File: config.mk
export PLATFORM = sky130hd
export DESIGN_NAME = store_buffer
export DESIGN_NICKNAME = d
export VERILOG_FILES = /design/src/rtl/store_buffer_pkg.sv /design/src/rtl/store_align.sv /design/src/rtl/store_buffer.sv
export SDC_FILE = /design/constraint.sdc
export NUM_CORES = 1
export LEC_CHECK = 0
export ABC_AREA = 1
export CAP_MARGIN = 20
export CORE_MARGIN = 5
export CORE_UTILIZATION = 54
export DETAILED_ROUTE_END_ITERATION = 6
export PLACE_DENSITY = 0.8
export SKIP_LAST_GASP = 1
export SLEW_MARGIN = 15
export SYNTH_ARGS = -nofsm -noshare
export SYNTH_HDL_FRONTEND = slang
export SYNTH_SLANG_ARGS = --single-unit
File: constraint.sdc
create_clock -name clk -period 5 [get_ports clk]
set_input_delay 0.5 -clock clk [delete_from_list [all_inputs] [get_ports clk]]
set_output_delay 0.5 -clock clk [all_outputs]
set_load 0.02 [all_outputs]
File: src/rtl/store_buffer_pkg.sv
// Shared types and constants for the posted-store buffer: store size
// encodings, data width and the packed layout of one buffered store.
package store_buffer_pkg;

  localparam int N     = 32;
  localparam int ST_AW = 32;

  localparam logic [1:0] SZ_B = 2'b00;
  localparam logic [1:0] SZ_H = 2'b01;
  localparam logic [1:0] SZ_W = 2'b10;

  typedef struct packed {
    logic [ST_AW-3:0] addr;
    logic [N-1:0]     data;
    logic [3:0]       be;
  } stbuf_entry_t;

endpackage

File: src/rtl/store_align.sv
// Combinational store aligner: turns size/address/right-justified data into
// a 32-bit lane with byte enables and flags misaligned or reserved sizes.
module store_align
  import store_buffer_pkg::*;
(
  input  logic [1:0]   i_size,
  input  logic [1:0]   i_addr_lo,
  input  logic [N-1:0] i_data,
  output logic [3:0]   o_be,
  output logic [N-1:0] o_lane,
  output logic         o_misaligned
);

  always_comb begin
    // NOTE: every output gets a default before the case so no path leaves it
    // unassigned, which would otherwise infer a latch.
    o_be         = 4'b0000;
    o_lane       = '0;
    o_misaligned = 1'b0;
    case (i_size)
      SZ_B: begin
        o_be   = 4'b0001 << i_addr_lo;
        o_lane = {4{i_data[7:0]}};
      end
      SZ_H: begin
        o_be         = i_addr_lo[1] ? 4'b1100 : 4'b0011;
        o_lane       = {2{i_data[15:0]}};
        o_misaligned = i_addr_lo[0];
      end
      SZ_W: begin
        o_be         = 4'b1111;
        o_lane       = i_data;
        o_misaligned = |i_addr_lo;
      end
      default: o_misaligned = 1'b1;
    endcase
  end

endmodule

File: src/rtl/store_buffer.sv
// In-order posted-store FIFO draining to data memory over dm_we/dm_ack.
// Define STBUF_FWD_EN to forward full-word stores to a matching load.
module store_buffer
  import store_buffer_pkg::*;
#(
  parameter int DEPTH = 4,
  parameter int AW    = ST_AW
) (
  input  logic          clk,
  input  logic          rst_n,
  input  logic          st_valid,
  input  logic [1:0]    st_size,
  input  logic [AW-1:0] st_addr,
  input  logic [N-1:0]  st_data,
  output logic          st_ready,
  output logic          st_err,
  output logic          dm_we,
  output logic [AW-3:0] dm_addr,
  output logic [N-1:0]  dm_d,
  output logic [3:0]    dm_be,
  input  logic          dm_ack,
  input  logic          ld_valid,
  input  logic [AW-1:0] ld_addr,
  output logic          ld_conflict,
  output logic          ld_hit,
  output logic [N-1:0]  ld_fwd,
  output logic          empty
);

  localparam int          PW       = $clog2(DEPTH);
  localparam logic [PW:0] FULL_CNT = (PW+1)'(DEPTH);

  logic [PW-1:0] r_wr_ptr;
  logic [PW-1:0] r_rd_ptr;
  logic [PW:0]   r_count;
  logic          r_st_err;
  stbuf_entry_t  r_mem [DEPTH];

  logic [3:0]    w_be;
  logic [N-1:0]  w_lane;
  logic          w_misaligned;
  logic          w_push;
  logic          w_pop;
  logic          w_match;
  stbuf_entry_t  w_head;
  logic          w_unused_ld_lo;

  store_align u_align (
    .i_size       (st_size),
    .i_addr_lo    (st_addr[1:0]),
    .i_data       (st_data),
    .o_be         (w_be),
    .o_lane       (w_lane),
    .o_misaligned (w_misaligned)
  );

  assign st_ready = (r_count != FULL_CNT);
  assign empty    = (r_count == '0);
  assign st_err   = r_st_err;
  assign w_push   = st_valid && st_ready && !w_misaligned;
  assign w_pop    = dm_ack && !empty;

  always_ff @(posedge clk or negedge rst_n) begin
    if (!rst_n) begin
      r_wr_ptr <= '0;
      r_rd_ptr <= '0;
      r_count  <= '0;
      r_st_err <= 1'b0;
    end else begin
      // NOTE: state registers use non-blocking assignments so every flop
      // samples the pre-edge values regardless of statement order.
      r_st_err <= st_valid && st_ready && w_misaligned;
      if (w_push) r_wr_ptr <= r_wr_ptr + 1'b1;
      if (w_pop)  r_rd_ptr <= r_rd_ptr + 1'b1;
      case ({w_push, w_pop})
        2'b10:   r_count <= r_count + 1'b1;
        2'b01:   r_count <= r_count - 1'b1;
        default: r_count <= r_count;
      endcase
    end
  end

  // NOTE: the entry array is deliberately not reset; an entry only matters
  // while r_count covers it, and every consumer is qualified by that.
  always_ff @(posedge clk) begin
    if (w_push) begin
      r_mem[r_wr_ptr] <= '{addr: st_addr[AW-1:2], data: w_lane, be: w_be};
    end
  end

  assign w_head  = r_mem[r_rd_ptr];
  assign dm_we   = !empty;
  assign dm_addr = empty ? '0 : w_head.addr;
  assign dm_d    = empty ? '0 : w_head.data;
  assign dm_be   = empty ? '0 : w_head.be;

  // Loads compare at word granularity, so the byte offset is not needed.
  assign w_unused_ld_lo = &{1'b0, ld_addr[1:0]};

`ifdef STBUF_FWD_EN
  stbuf_entry_t w_sel;
`endif

  // Walk oldest to youngest so the last match seen is the youngest store.
  always_comb begin
    w_match = 1'b0;
`ifdef STBUF_FWD_EN
    w_sel   = '0;
`endif
    for (int k = 0; k < DEPTH; k++) begin
      if (((PW+1)'(k) < r_count) &&
          (r_mem[r_rd_ptr + PW'(k)].addr == ld_addr[AW-1:2])) begin
        w_match = 1'b1;
`ifdef STBUF_FWD_EN
        w_sel   = r_mem[r_rd_ptr + PW'(k)];
`endif
      end
    end
  end

`ifdef STBUF_FWD_EN
  assign ld_hit      = ld_valid && w_match && (w_sel.be == 4'b1111);
  assign ld_fwd      = ld_hit ? w_sel.data : '0;
  assign ld_conflict = ld_valid && w_match && (w_sel.be != 4'b1111);
`else
  assign ld_hit      = 1'b0;
  assign ld_fwd      = '0;
  assign ld_conflict = ld_valid && w_match;
`endif

endmodule

* Yosys cells after proc, flatten, opt, wreduce, memory -nomap -nowiden
Memory sizes are Yosys's and may differ from the RTL's.
Cells that the tools add are included.
** Operators by class
- $add $sub $neg :: 6
- Magnitude comparators :: 4
- Equality and inequality tests :: 9
- Shifts and indexed selects :: 1
- Multiplexer cells :: 14
- Reduce and logical (&&, ||, !) cells :: 15
** Operators with widths (count)
- 30-bit equality test :: 4
- 32-bit case mux with 3 select lines :: 1
- 32-bit 2-to-1 mux :: 1
- 30-bit 2-to-1 mux :: 1
- 4-bit case mux with 3 select lines :: 1
- 1-bit logical AND :: 9
- 4-bit 2-to-1 mux :: 2
- 1-bit by 3-bit less-than comparator with 1-bit output (first input constant) :: 2
- 2-bit by 3-bit less-than comparator with 1-bit output (first input constant) :: 2
- 1-bit 2-to-1 mux :: 6
- 3-bit case mux with 2 select lines :: 1
- 2-bit by 1-bit adder with 2-bit output (second input constant) :: 2
- 2-bit adder (second input constant) :: 2
- 2-bit by 1-bit equality test with 1-bit output (second input constant) :: 2
- 2-bit equality test (second input constant) :: 2
- 1-bit by 2-bit left shift with 4-bit output (first input constant) :: 1
- 3-bit by 1-bit adder with 3-bit output (second input constant) :: 1
- 3-bit logical NOT :: 1
- 3-bit inequality test (second input constant) :: 1
- 1-bit case mux with 3 select lines :: 1
- 3-bit by 1-bit subtractor with 3-bit output (second input constant) :: 1
- 1-bit logical NOT :: 2
- 2-bit logical NOT :: 1
- 2-bit nonzero test :: 1
- 2-bit OR reduction :: 1
** Word-level totals
- Bits in registers :: 8
- Memory bits (writable) :: 264
- Logic and storage cells :: 54
- Memories :: 1
** Memory list
- r_mem :: depth 4, bits a word 66, read ports 4, clocked after Yosys merged registers in 0, wr ports 1, line store_buffer.sv:37 : stbuf_entry_t r_mem [DEPTH];

* Logic depth before layout (Yosys ltp)
An unclocked memory read counts as a cell.
- Depth in word-level cells :: 8
- Mapped depth :: 19
- Mapped depth without buffers :: 16

* Modules after synthesis
Synthesis repeated with hierarchy kept, for this count alone.
** Second synthesis, totals
- Cells, all modules :: 1966
- Area total of the unflattened synthesis :: 15685.0 um2
** By module, submodules not included
- store_buffer :: times used 1, cells an instance 1858, area an instance 15187.1 um2
- store_align :: times used 1, cells an instance 108, area an instance 498.0 um2

* Worst setup path before layout
OpenSTA, ideal clock, no wires.
- Path type :: input-to-reg
- Start :: in st_size[0]
- End :: mem r_mem[0][0] (netlist name), enable pin
- Arrival :: 4.321 ns
- Data required time :: 4.509 ns
- Path slack :: 0.188 ns
- Stages :: 6
- Cells stage by stage :: clkbuf_1 > nor2_2 > clkinv_1 > nand2_1 > nand4_1 > nor2_1
** On the way
- Word-level cells in the longest chain between the ends :: 6
- Elaborated cells on any way between the ends :: 8
- Classes of those cells :: eq/ne (2); mux (3); reduce/logical (3)
** Ends and longest elaborated chain
- from (decl) :: line store_buffer.sv:12 : input logic [1:0] st_size,
- 2-bit equality test (tied with other cells) :: line store_align.sv:20 : case (i_size)
- 1-bit case mux with 3 select lines * :: line store_align.sv:20
- 1-bit logical NOT * :: line store_buffer.sv:60 : assign w_push = st_valid && st_ready && !w_misaligned;
- 1-bit logical AND * :: line store_buffer.sv:60
- 1-bit 2-to-1 mux * :: line store_buffer.sv:86 : if (w_push) begin
- 1-bit 2-to-1 mux (implied by the code) * :: line store_buffer.sv:87 : r_mem[r_wr_ptr] <= '{addr: st_addr[AW-1:2], data: w_lane, be: w_be};
- to (decl) :: line store_buffer.sv:37
Mark *: on every way between the ends. The rest lies on a longest branch, timed or not.

* Worst setup path in the final report
- Start :: reg r_rd_ptr[1]
- End :: out ld_conflict
** On the way
- Word-level cells in the longest chain between the ends :: 8
- Elaborated cells on any way between the ends :: 17
- Classes of those cells :: add/sub (3); eq/ne (4); mux (4); reduce/logical (5); memory (1)
** Ends and longest elaborated chain
- from (decl) :: line store_buffer.sv:34 : logic [PW-1:0] r_rd_ptr;
- from (signal assigned) :: line store_buffer.sv:74 : if (w_pop) r_rd_ptr <= r_rd_ptr + 1'b1;
- 2-bit by 1-bit adder with 2-bit output / memory read 4 x 66 bit (equally long branches)
- memory read 4 x 66 bit *
- 30-bit equality test / 1-bit logical AND (equally long branches) :: line store_buffer.sv:112, store_buffer.sv:111
- 1-bit logical AND / 1-bit 2-to-1 mux (equally long branches) :: line store_buffer.sv:111 : if (((PW+1)'(k) < r_count) &&
- 1-bit 2-to-1 mux (2 in series) :: line store_buffer.sv:111
- 1-bit 2-to-1 mux * :: line store_buffer.sv:111
- 1-bit logical AND * :: line store_buffer.sv:128 : assign ld_conflict = ld_valid && w_match;
- to (decl) :: line store_buffer.sv:24 : output logic ld_conflict,
Marked as above.

==> results.sh <==
export IMPL_outcome="complete, but fails checks"
export IMPL_violations="DRC"
export IMPL_yosys_warnings=0
export IMPL_rsz0062_at_grt="no"
export IMPL_finalMaxSlewViolations=0
export IMPL_syn_cell_area_sq_um=15800
export IMPL_grt_pass1_vias=13300
export IMPL_setup_ws_ns=0.359
export IMPL_clk_pin_slew_ns=0.06
export IMPL_hpwl_microns=32600
export IMPL_wire_per_inst_microns=18.6
export IMPL_hold_buffers=0
export IMPL_synth_area_top_cells="edfxtp_1, nand2_1, nand3_1"
export IMPL_worst_pin_slew_ns=0.994
export IMPL_clock_root_buffer="clkbuf_16"
export IMPL_maxCapViolCount=0
export IMPL_antenna_found_initial=5
export IMPL_avgSynthCellArea_sq_um=8.00
export IMPL_dr_pass1_iters=7
export IMPL_routabilityCongestion=0.991
export IMPL_clock_sinks=272
export IMPL_wirelength_microns=46600
export IMPL_grt_overflow=0
export IMPL_crit_type="flip-flop to primary output"
export IMPL_cp_end_kind="primary output"
export IMPL_cts_tree="built"
export IMPL_worstRegToRegCells=6
export IMPL_die_w_microns=181
export IMPL_clock_latency_ns=0.55
export IMPL_cp_start_kind="flip-flop"
export IMPL_ios=207
export IMPL_num_fill_cells=2364
export IMPL_core_area_sq_um=28800
export IMPL_ys_seq_area_frac=0.516
export IMPL_cts_resized=0
export IMPL_ant_nets=0
export IMPL_die_area_sq_um=32700
export IMPL_setup_viol=0
export IMPL_min_period_ns=4.64
export IMPL_total_power_uw=11700
export IMPL_grt_max_degree=162
export IMPL_nets=2219
export IMPL_hold_class="primary input to asynchronous set/reset pin"
export IMPL_placementRows=62
export IMPL_cts_made_buffers=28
export IMPL_drc=1
export IMPL_slew_limit_headroom=0.337
export IMPL_setup_total_negative_slack_ns=0
export IMPL_synth_distinct_cells=28
export IMPL_syn_to_final_growth_pct=17.9
export IMPL_p_leak_uw=0.00802
export IMPL_ctsLongestPathBuffers=3
export IMPL_final_layout_size_suffix_gt1_frac=0.0409
export IMPL_dr_total_vias=14200
export IMPL_port_buffer_count=171
export IMPL_place_ws_ns=0.950
export IMPL_dieHeight_microns=181
export IMPL_htreeDepth=1
export IMPL_skew_ns=0.00918
export IMPL_drt_iter0_drc=1697
export IMPL_start_util=0.547
export IMPL_arrival_ns=4.14
export IMPL_power_density_nw_per_um2=631
export IMPL_synthesis_instances=1970
export IMPL_synth_top_area_share=0.503
export IMPL_post_cts_setup_buffers=0
export IMPL_grt_pass1_wl_microns=71800
export IMPL_drt_vias_per_instance=5.64
export IMPL_hold_viol_final=0
export IMPL_irDropWorstVdd_v=0.000388
export IMPL_required_ns=4.50
export IMPL_ys_seq_elements=272
export IMPL_period_share=0.928
export IMPL_track_usage=0.274
export IMPL_cp_max_fo=89
export IMPL_fmax_mhz=215
export IMPL_synth_top_cell_by_area="edfxtp_1"
==> worst paths after layout <==
kind,start,end,slack (ns)
worst max-delay path,r_rd_ptr[1],ld_conflict,0.36
worst min-delay path,rst_n,st_err,0.27
worst max register to register,r_count[0],r_mem[3][55],2.15
worst min register to register,r_count[1],r_count[1],0.55
max in group asynchronous,rst_n,r_rd_ptr[0],4.39
min in group clk,st_valid,st_err,0.52
==> sequential cells by signal (all words and copies together), names as in the netlist <==
| signal | cells |
|---|---|
| r_mem | 264 |
| r_count | 3 |
| r_rd_ptr | 2 |
| r_wr_ptr | 2 |
| st_err | 1 |
==> per-stage QoR <==
step	hold WS, ns	utilization	area (sq um)	std cells
after floorplan	0.204	-	15900	2002
after global placement	0.528	0.612	17600	2461
after detailed placement	0.535	0.612	17600	2461
after CTS	0.265	0.645	18600	2511
after global routing	0.295	0.646	18600	2513
final	0.268	0.646	18600	2514
==> metal layers <==
metal	share of wire	routed length, microns	global-route usage
met2	0.48	22200	0.455
met4	0.038	1770	0.105
met5	0.00071	33	0
met3	0.10	4740	0.0656
met1	0.38	17900	0.350
==> Yosys cell counts, drive strengths merged <==
| library cell | n |
|---|---|
| nand2 | 829 |
| nand3 | 340 |
| edfxtp | 264 |
| inv | 141 |
| buf | 95 |
| nor2 | 95 |
| a22oi | 36 |
| a31oi | 36 |
| o21ai | 34 |
| clkbuf | 30 |
| nand4 | 21 |
| xor2 | 11 |
| ha | 9 |
| dfrtp | 8 |
| o211ai | 7 |
| a21oi | 6 |
| clkinv | 3 |
| or2 | 2 |
| xnor2 | 2 |
| conb | 1 |
==> final cells by class <==
cell class | count | area (sq um) | share of cell area
Tap cell | 384 | 480 | 0.0259
Multi-Input combinational cell | 1461 | 6460 | 0.348
Inverter | 144 | 546 | 0.0294
Clock inverter | 15 | 189 | 0.0102
Sequential cell | 272 | 8140 | 0.438
Antenna cell | 3 | 7.51 | 0.000404
Timing Repair Buffer | 200 | 2000 | 0.108
Clock buffer | 35 | 758 | 0.0408
==> worst max-delay path, cell delays in order, from the launching register on <==
cell,delay [ns]
dfrtp_4,0.86
buf_4,0.86
nand3_1,0.22
nand2_1,0.17
nand2_1,0.15
nand4_1,0.17
nor2_1,0.07
nand2_1,0.07
nor2_1,0.05
nand2_1,0.05
nand2_1,0.05
nor2_1,0.22
nor2_1,0.07
clkdlybuf4s50_1,0.54
==> placed cells by master (no fill, tap or decap), types with 11 or more instances in the layout <==
cell type        synthesis  layout
a22oi_1                 36      36
edfxtp_1               264     264
nor2_1                  94      89
xor2_1                  11      11
o21ai_0                 26      26
nand3_1                340     340
nand4_1                 21      21
inv_1                  138     138
conb_1                   1      33
clkbuf_16                0      29
clkdlybuf4s50_1          0     171
a31oi_1                 36      36
nand2_1                826     826
buf_4                   44      23
==> where the power goes <==
part           leakage [uW]  internal (uW)  switching (uW)
clock network      0.000449           1280             857
logic               0.00508           2260            4380
registers           0.00250           2750             216
total               0.00802           6280            5450
==> kinds of logic (layout without fill, tap and decap cells) <==
family,after synthesis,after routing,share of synthesized area
simple gates,1287,1287,0.338
flops,272,272,0.516
buf+inv,269,394,0.0842
compound gates,119,119,0.0475
xor+xnor,13,13,0.00723
fa+ha+maj,9,9,0.00715
other cells,1,36,0.000238
(Power assumes the default switching activity.)
